==> src/rtl/vdc_pair_sched.sv <==
// vdc_pair_sched: time-shares one VdC engine to produce (x, y, k) point pairs.
// For each index k the engine is run twice, first with base0 (result -> out_x) and
// then with base1 (result -> out_y). The triple is then offered on a valid/ready stream.
//
// Ports:
//   clk, rst                 clock, synchronous active-high reset
//   run, abort               start pulse (sampled in idle), level abort
//   cfg_k_start, cfg_count   first index and number of pairs, latched on run
//   cfg_base0, cfg_base1     engine base_sel for x and y, latched on run
//   busy, seq_done, error    status; error is the sticky watchdog flag
//   eng_*                    single engine handshake (start/k/base_sel out, result/done/ready in)
//   out_valid/out_ready      output stream carrying out_x, out_y, out_k
//
// Optional macro VDC_SCHED_TIMEOUT_EN: adds a watchdog of TIMEOUT_CYCLES cycles on the
// engine wait states. Without it error is tied low and the waits are unbounded.
module vdc_pair_sched #(
  parameter int unsigned TIMEOUT_CYCLES = 256
) (
  input  logic        clk,
  input  logic        rst,
  input  logic        run,
  input  logic        abort,
  input  logic [31:0] cfg_k_start,
  input  logic [15:0] cfg_count,
  input  logic [1:0]  cfg_base0,
  input  logic [1:0]  cfg_base1,
  output logic        busy,
  output logic        seq_done,
  output logic        error,
  output logic        eng_start,
  output logic [31:0] eng_k,
  output logic [1:0]  eng_base_sel,
  input  logic [31:0] eng_result,
  input  logic        eng_done,
  input  logic        eng_ready,
  output logic        out_valid,
  input  logic        out_ready,
  output logic [31:0] out_x,
  output logic [31:0] out_y,
  output logic [31:0] out_k
);

  typedef enum logic [2:0] {
    StIdle, StRdy0, StWait0, StRdy1, StWait1, StEmit, StDrain
  } state_e;

  state_e      state_q, state_d;
  logic [31:0] k_q, k_d;
  logic [15:0] rem_q, rem_d;
  logic [1:0]  base0_q, base0_d, base1_q, base1_d;
  logic [31:0] x_q, x_d, y_q, y_d;
  logic        done_q, done_d;
  logic        timeout;
  logic        timeout_hit;
  logic        run_accept;

  assign run_accept = (state_q == StIdle) && run;

`ifdef VDC_SCHED_TIMEOUT_EN
  logic [31:0] timer_q;
  logic        err_q;
  logic        waiting;

  assign waiting = (state_q == StWait0) || (state_q == StWait1) || (state_q == StDrain);
  // Fires on the TIMEOUT_CYCLES-th cycle spent in the current wait state.
  assign timeout = waiting && (({1'b0, timer_q} + 33'd1) >= 33'(TIMEOUT_CYCLES));

  always_ff @(posedge clk) begin
    if (rst) begin
      timer_q <= '0;
      err_q   <= 1'b0;
    end else begin
      if (state_d != state_q) timer_q <= '0;
      else if (waiting)       timer_q <= timer_q + 32'd1;
      if (run_accept)        err_q <= 1'b0;
      else if (timeout_hit)  err_q <= 1'b1;
    end
  end

  assign error = err_q;
`else
  logic unused_cfg;
  assign unused_cfg = ^TIMEOUT_CYCLES;
  assign timeout    = 1'b0;
  assign error      = 1'b0;
`endif

  always_comb begin
    state_d     = state_q;
    k_d         = k_q;
    rem_d       = rem_q;
    base0_d     = base0_q;
    base1_d     = base1_q;
    x_d         = x_q;
    y_d         = y_q;
    done_d      = 1'b0;
    timeout_hit = 1'b0;
    unique case (state_q)
      StIdle: begin
        // abort has no effect here, so run wins a tie.
        if (run) begin
          if (cfg_count == 16'd0) begin
            done_d = 1'b1;
          end else begin
            k_d     = cfg_k_start;
            rem_d   = cfg_count;
            base0_d = cfg_base0;
            base1_d = cfg_base1;
            state_d = StRdy0;
          end
        end
      end
      StRdy0, StRdy1: begin
        if (abort) begin
          state_d = StIdle;
          done_d  = 1'b1;
        end else if (eng_ready) begin
          state_d = (state_q == StRdy0) ? StWait0 : StWait1;
        end
      end
      StWait0, StWait1: begin
        if (eng_done) begin
          if (abort) begin
            // Done already arrived, nothing left to drain.
            state_d = StIdle;
            done_d  = 1'b1;
          end else if (state_q == StWait0) begin
            x_d     = eng_result;
            state_d = StRdy1;
          end else begin
            y_d     = eng_result;
            state_d = StEmit;
          end
        end else if (timeout) begin
          timeout_hit = 1'b1;
          state_d     = StIdle;
          done_d      = 1'b1;
        end else if (abort) begin
          state_d = StDrain;
        end
      end
      StEmit: begin
        if (abort) begin
          state_d = StIdle;
          done_d  = 1'b1;
        end else if (out_ready) begin
          k_d   = k_q + 32'd1;
          rem_d = rem_q - 16'd1;
          if (rem_q == 16'd1) begin
            state_d = StIdle;
            done_d  = 1'b1;
          end else begin
            state_d = StRdy0;
          end
        end
      end
      StDrain: begin
        // Swallow the outstanding done so a later run cannot capture it.
        if (eng_done || timeout) begin
          timeout_hit = !eng_done;
          state_d     = StIdle;
          done_d      = 1'b1;
        end
      end
      default: state_d = StIdle;
    endcase
  end

  always_ff @(posedge clk) begin
    if (rst) begin
      state_q <= StIdle;
      k_q     <= '0;
      rem_q   <= '0;
      base0_q <= '0;
      base1_q <= '0;
      x_q     <= '0;
      y_q     <= '0;
      done_q  <= 1'b0;
    end else begin
      state_q <= state_d;
      k_q     <= k_d;
      rem_q   <= rem_d;
      base0_q <= base0_d;
      base1_q <= base1_d;
      x_q     <= x_d;
      y_q     <= y_d;
      done_q  <= done_d;
    end
  end

  assign busy         = (state_q != StIdle);
  assign seq_done     = done_q;
  assign eng_k        = k_q;
  assign eng_base_sel = ((state_q == StRdy1) || (state_q == StWait1)) ? base1_q : base0_q;
  // Abort suppresses the start so the engine is never left running unobserved.
  assign eng_start    = ((state_q == StRdy0) || (state_q == StRdy1)) && eng_ready && !abort;
  assign out_valid    = (state_q == StEmit) && !abort;
  assign out_x        = x_q;
  assign out_y        = y_q;
  assign out_k        = k_q;

endmodule

==> config.mk <==
export PLATFORM = sky130hd
export DESIGN_NAME = vdc_pair_sched
export DESIGN_NICKNAME = d
export VERILOG_FILES = /design/src/rtl/vdc_pair_sched.sv
export SDC_FILE = /design/constraint.sdc
export NUM_CORES = 1
export LEC_CHECK = 0
export ABC_CLOCK_PERIOD_IN_PS = 6000
export CAP_MARGIN = 30
export CORE_MARGIN = 2
export CORE_UTILIZATION = 35
export DETAILED_ROUTE_END_ITERATION = 8
export HOLD_SLACK_MARGIN = 0.02
export PLACE_DENSITY = 0.66
export SETUP_SLACK_MARGIN = 0.5
export SLEW_MARGIN = 40
export SYNTH_ARGS = -nofsm -noshare
export SYNTH_HDL_FRONTEND = slang
export SYNTH_SLANG_ARGS = --single-unit
==> constraint.sdc <==
create_clock -name clk -period 6 [get_ports clk]
set_input_delay 1.5 -clock clk [delete_from_list [all_inputs] [get_ports clk]]
set_output_delay 1.5 -clock clk [all_outputs]
set_load 0.01 [all_outputs]
==> metrics, run 1 <==
share of layout cells above drive strength 1=6.26%; DRC viols=0; Wirelength per Cell=16.4 um; Post-Route WL=slightly above 20 mm; internal power=2.12 mW; min Tclk post-route=about 4.3 ns; Post-Synth Adder-Cell Area=0.613%; Startpoint Class=input pin; Max-Cap Viols=0; die footprint=18,600 um2; fraction of power consumed by sequential logic=33.1%; vias in the first global route=6,076; Post-Synth Simple-Gate Area=26.3%; Core ar.=17,200 um2; final slew viol count=0; # resized after CTS=0; TritonCTS clock tree=built; commonest cells after routing, fill and taps aside=223 x clkdlybuf4s50_1, 193 x nand2_1, 127 x a21oi_1; post-synthesis sequential area ratio=39.2%; first-pass GRT wire length=between 30 and 40 mm; postcts setup bufs=0; reg2reg start=state_q[2]; DRT antenna net count=0; CTS buffer count=17; critical path startpoint=abort; Ports=226; Mapped Nets=929; CTS Buffer Depth=2; unrepaired setup endpoints after global routing=false; drt pass-1 iters=6; compound-gate portion of the synthesized area=between 20% and 30%; Sink Count=120; H-tree depth=4; RePlAce Congestion=0.816; largest net degree at the start of global routing=105; commonest non-fill, non-tap cell in the layout=clkdlybuf4s50_1; initial antenna violation count=1; FF+latch count, synth=120; status=finished, final reports clean; post-detail-place hpwl=13.4 mm; Cell Rows=48; Initial DRC Count=462; CTS root buf=clkbuf_16; Design Area, Final=8870 um2; crit-path max cell delay=about 0.53 ns; Net Sw Frac=between 30 and 40%; die extent in y=136 um; critical-path maximum fanout=7; CP Class=in2out; switching power=1.20 mW; main combinational cell family by area after synthesis=simple AND/OR/NAND/NOR gates; Synth Flop Type=dfxtp_1; pwr dens=374 nW/um2; Peak VDD IR=198 uV; Hold Path Class=reg2reg; XOR/XNOR Fraction of Synth Area=0%; Reg2Reg Depth=6; Setup TNS=0 ns; EDFF count, synth=0; Max-slew headroom=45.4%; Clock Latency Late Sink=0.42 ns; Via Count=6,527; number of cells produced by synthesis=835; CP cell instances=clkdlybuf4s50_1 > inv_1 > and4_1 > clkdlybuf4s50_1; Antenna Cells=0; Synth Cell Area=6120 um2; die width=136 um; vias per cell=5.30; GR Overflow Total=0; hold wc startpoint=out_y[22]; CP required=4.50 ns; measured slew at the worst slew-check pin=0.819 ns; YS warnings=0; PortBufs=224; fill count=1,686; Reg clk slew, reported paths=0.06 ns; slowest cell on the critical path=clkdlybuf4s50_1; unique cell type count in the Yosys netlist=62; critical path data arrival time=2.85 ns; leakage dissipation=just over 3 nW; Avg Cell Area, Syn=7.33 um2; worst hold path stage count=2; Area after DPL=8250 um2; Tcrit/Tclk final=72.5%; final hold vios=0; # setup viols final=0; final setup skew=between 0.01 and 0.015 ns; Setup crit end kind=primary output; logic gate share of total power=35.0%; Layout Nets=1,087; achievable frequency=230 MHz; Synth async-reset ratio=0%; CTS Hold Bufs=0; total track usage=21.4%; most used cell, CP=clkdlybuf4s50_1; multiplexer area fraction after synthesis=0.531%; Starting Density=35.6%; Clock power frac=31.8%; area grow syn2layout=44.9%
==> worst max-delay path: cells and delay by family <==
family        cells  cell delay (ns)
simple gates      1             0.18
buf+inv           3             1.17
==> worst paths after layout <==
path,endpoint,slack [ns]
max reg2reg,rem_q[9],3.52
min reg2reg,out_y[22],0.45
min,out_y[22],0.45
max,eng_start,1.65
==> cell type report <==
type	instances	area [um2]	share of cell area, %
Clock buffer	19	453	5.11
Clock inverter	13	155	1.75
Multi-Input combinational cell	608	3200	36.1
Inverter	10	37.5	0.423
Sequential cell	120	2400	27.1
Timing Repair Buffer	236	2340	26.4
Tap cell	225	282	3.17
==> state kept, by name, summed over array words and instances, names as in the netlist <==
signal / count
state_q: 3
out_x: 32
base0_q: 2
out_y: 32
eng_k: 32
base1_q: 2
rem_q: 16
seq_done: 1
==> stage by stage <==
stage	setup slack, ns	hold WS (ns)	util, %	instances	total power, mW
after floorplan	2.71	0.443	-	835	1.81
after global placement	1.66	0.441	47.9	1198	2.26
after detailed placement	1.65	0.445	48.0	1198	2.27
after CTS	1.66	0.454	51.6	1230	3.33
after global routing	1.58	0.467	51.6	1231	3.52
final	1.65	0.452	51.6	1231	3.32
==> cells in the mapped netlist, drive strengths merged (4+ instances only) <==
cell type,count,share of area [%]
a211oi,8,0.98
or3,4,0.41
nand3,26,2.2
or4,5,0.67
o21ai,43,3.5
o32ai,8,1.1
buf,47,5.2
dfxtp,120,39
a311oi,4,0.57
nor2,51,3.1
o31ai,5,0.69
nor3,19,1.6
a21oi,127,10
a22o,6,0.86
a21o,9,1.1
and4,6,0.86
nor4,10,1.1
and3,7,0.72
a31oi,6,0.61
a41oi,4,0.57
inv,9,0.55
nor3b,5,0.61
a2111oi,4,0.67
nand2,193,12
nand4,10,1.0
and2,4,0.41
clkbuf,50,3.1
==> metal layers <==
layer / global-route usage (%) / up-vias / share of wire (%)
li1: - / 3241 / -
met1: 26.9 / 3035 / 44
met2: 33.8 / 227 / 45
met3: 8.65 / 22 / 9.7
met4: 6.31 / 2 / 1.1
met5: 0 / - / 0.064
==> logic make-up (layout without fill, tap and decap cells) <==
logic type / Yosys count / count (layout)
and+or+nand+nor: 354 / 354
AOI/OAI and AO/OA: 247 / 247
adders and majority gates: 3 / 3
muxes: 3 / 3
other: 1 / 1
DFF: 120 / 120
buffers and inverters: 107 / 278
==> power by group through the flow <==
stage	Clock, mW	Sequential, mW	Combinational, mW
final	1.06	1.10	1.16
after detailed placement	0	1.11	1.15
after CTS	1.07	1.10	1.16
after floorplan	0	1.08	0.731
after global placement	0	1.11	1.15
after global routing	1.11	1.12	1.28
Power figures use the tool's default switching activity.
==> run 2: changes to the inputs <==
--- a/config.mk
+++ b/config.mk
@@ -5,13 +5,13 @@
 export SDC_FILE = /design/constraint.sdc
 export NUM_CORES = 1
 export LEC_CHECK = 0
-export ABC_CLOCK_PERIOD_IN_PS = 6000
+export ABC_CLOCK_PERIOD_IN_PS = 3700
 export CAP_MARGIN = 30
 export CORE_MARGIN = 2
 export CORE_UTILIZATION = 35
 export DETAILED_ROUTE_END_ITERATION = 8
 export HOLD_SLACK_MARGIN = 0.02
-export PLACE_DENSITY = 0.66
+export PLACE_DENSITY = 0.68
 export SETUP_SLACK_MARGIN = 0.5
 export SLEW_MARGIN = 40
 export SYNTH_ARGS = -nofsm -noshare
==> constraint.sdc (replaced) <==
create_clock -name clk -period 3.7 [get_ports clk]
set_input_delay 0.925 -clock clk [delete_from_list [all_inputs] [get_ports clk]]
set_output_delay 0.925 -clock clk [all_outputs]
set_load 0.01 [all_outputs]
==> metrics, run 2 (synthesized netlist as in run 1, its figures left out) <==
final slew viol count=0; min Tclk post-route=slightly above 3 ns; PortBufs=224; total track usage=21.0%; drt pass-1 iters=5; Max-slew headroom=53.6%; Setup TNS=0 ns; commonest non-fill, non-tap cell in the layout=clkdlybuf4s50_1; Setup crit end kind=primary output; pwr dens=606 nW/um2; commonest cells after routing, fill and taps aside=222 x clkdlybuf4s50_1, 193 x nand2_1, 127 x a21oi_1; Hold Path Class=reg2reg; Cell Rows=48; unrepaired setup endpoints after global routing=false; leakage dissipation=3.07 nW; Sink Count=120; critical path data arrival time=2.14 ns; share of layout cells above drive strength 1=7.02%; post-detail-place hpwl=between 10 and 15 mm; H-tree depth=4; Via Count=around 6,500; CTS buffer count=17; GR Overflow Total=0; Layout Nets=1,093; Startpoint Class=input pin; CP required=2.77 ns; Max-Cap Viols=0; vias per cell=5.28; final hold vios=0; Reg clk slew, reported paths=0.06 ns; pre-CTS setup slack=between 0.2 and 0.3 ns; Final WS setup=0.639 ns; Post-Route WL=19.9 mm; CP Class=in2out; Reg2Reg Depth=6; Initial DRC Count=493; Wirelength per Cell=between 15 and 20 um; TritonCTS clock tree=built; DRT antenna net count=0; area grow syn2layout=45.5%; die extent in y=136 um; # setup viols final=0; Finished Layout Cells=between 1,000 and 1,500; CTS root buf=clkbuf_16; Inst Count DP=roughly 1,200; final setup skew=0.0104 ns; Ports=226; die footprint=18,600 um2; Clock Latency Late Sink=between 0.4 and 0.5 ns; Peak VDD IR=315 uV; achievable frequency=327 MHz; status=finished, final reports clean; measured slew at the worst slew-check pin=between 0.6 and 0.7 ns; DRC viols=0; largest net degree at the start of global routing=65; Tcrit/Tclk final=between 80 and 90%; initial antenna violation count=2; CTS Buffer Depth=2; first-pass GRT wire length=30.9 mm; worst hold path stage count=2; die width=about 140 um; Starting Density=between 30% and 40%; postcts setup bufs=0; critical-path maximum fanout=2; Core ar.=roughly 17,000 um2; RePlAce Congestion=0.823; vias in the first global route=just under 6,000
==> run 2: changes by cell type in the layout (fill, tap and decap cells not counted), moves of 2 or more <==
| cell | before | now |
|---|---|---|
| inv_8 | 0 | 3 |
| dfxtp_1 | 120 | 118 |
| clkinv_4 | 2 | 0 |
| buf_4 | 11 | 19 |
| clkbuf_8 | 2 | 0 |
==> run 2: what timing repair did <==
action                                  in CTS  in global routing
resized for setup                            3                  3
endpoints found under the setup margin       3                  2
hold buffers                                 0                  0
==> run 2: final timing paths <==
path                     to  slack, ns  startpoint
setup / recovery  eng_start       0.64   eng_ready
hold / removal    out_x[10]       0.45   out_x[10]
setup reg to reg  eng_k[22]       1.25    eng_k[0]
hold reg to reg   out_x[10]       0.45   out_x[10]
==> run 2: through the flow <==
stage / hold slack, ns / utilization [%] / total power [mW] / cell area [um2]
6_report: 0.453 / 51.9 / 5.39 / 8910
4_1_cts: 0.454 / 51.8 / 5.42 / 8900
2_1_floorplan: 0.443 / - / 2.93 / 6120
3_5_place_dp: 0.446 / 48.3 / 3.69 / 8290
5_1_grt: 0.469 / 51.8 / 5.72 / 8900
3_3_place_gp: 0.440 / 48.2 / 3.68 / 8280
==> run 2: final cells by class <==
type                            count  area, um2
Fill cell                        1678       8270
Timing Repair Buffer              242       2370
Clock inverter                     15        179
Inverter                           10       37.5
Clock buffer                       17        425
Tap cell                          225        282
Multi-Input combinational cell    608       3200
Sequential cell                   120       2410
Antenna cell                        1       2.50
==> run 2: routing by layer <==
metal | global-route usage [%] | vias to the layer above | share of wire [%]
met5 | 0 | - | 0.060
met4 | 4.63 | 2 | 1.1
met3 | 9.47 | 17 | 11
met2 | 32.9 | 251 | 45
met1 | 26.5 | 3014 | 43
li1 | - | 3256 | -
==> run 2: worst max-delay path, stage by stage <==
cell             delay [ns]
clkdlybuf4s50_1        0.48
and4_1                 0.20
clkdlybuf4s50_1        0.53
==> run 2: report_power, final <==
group	switching (mW)	internal, mW
Sequential	0.275	1.49
Combinational	1.00	0.913
Clock	0.688	1.02
Total	1.97	3.43
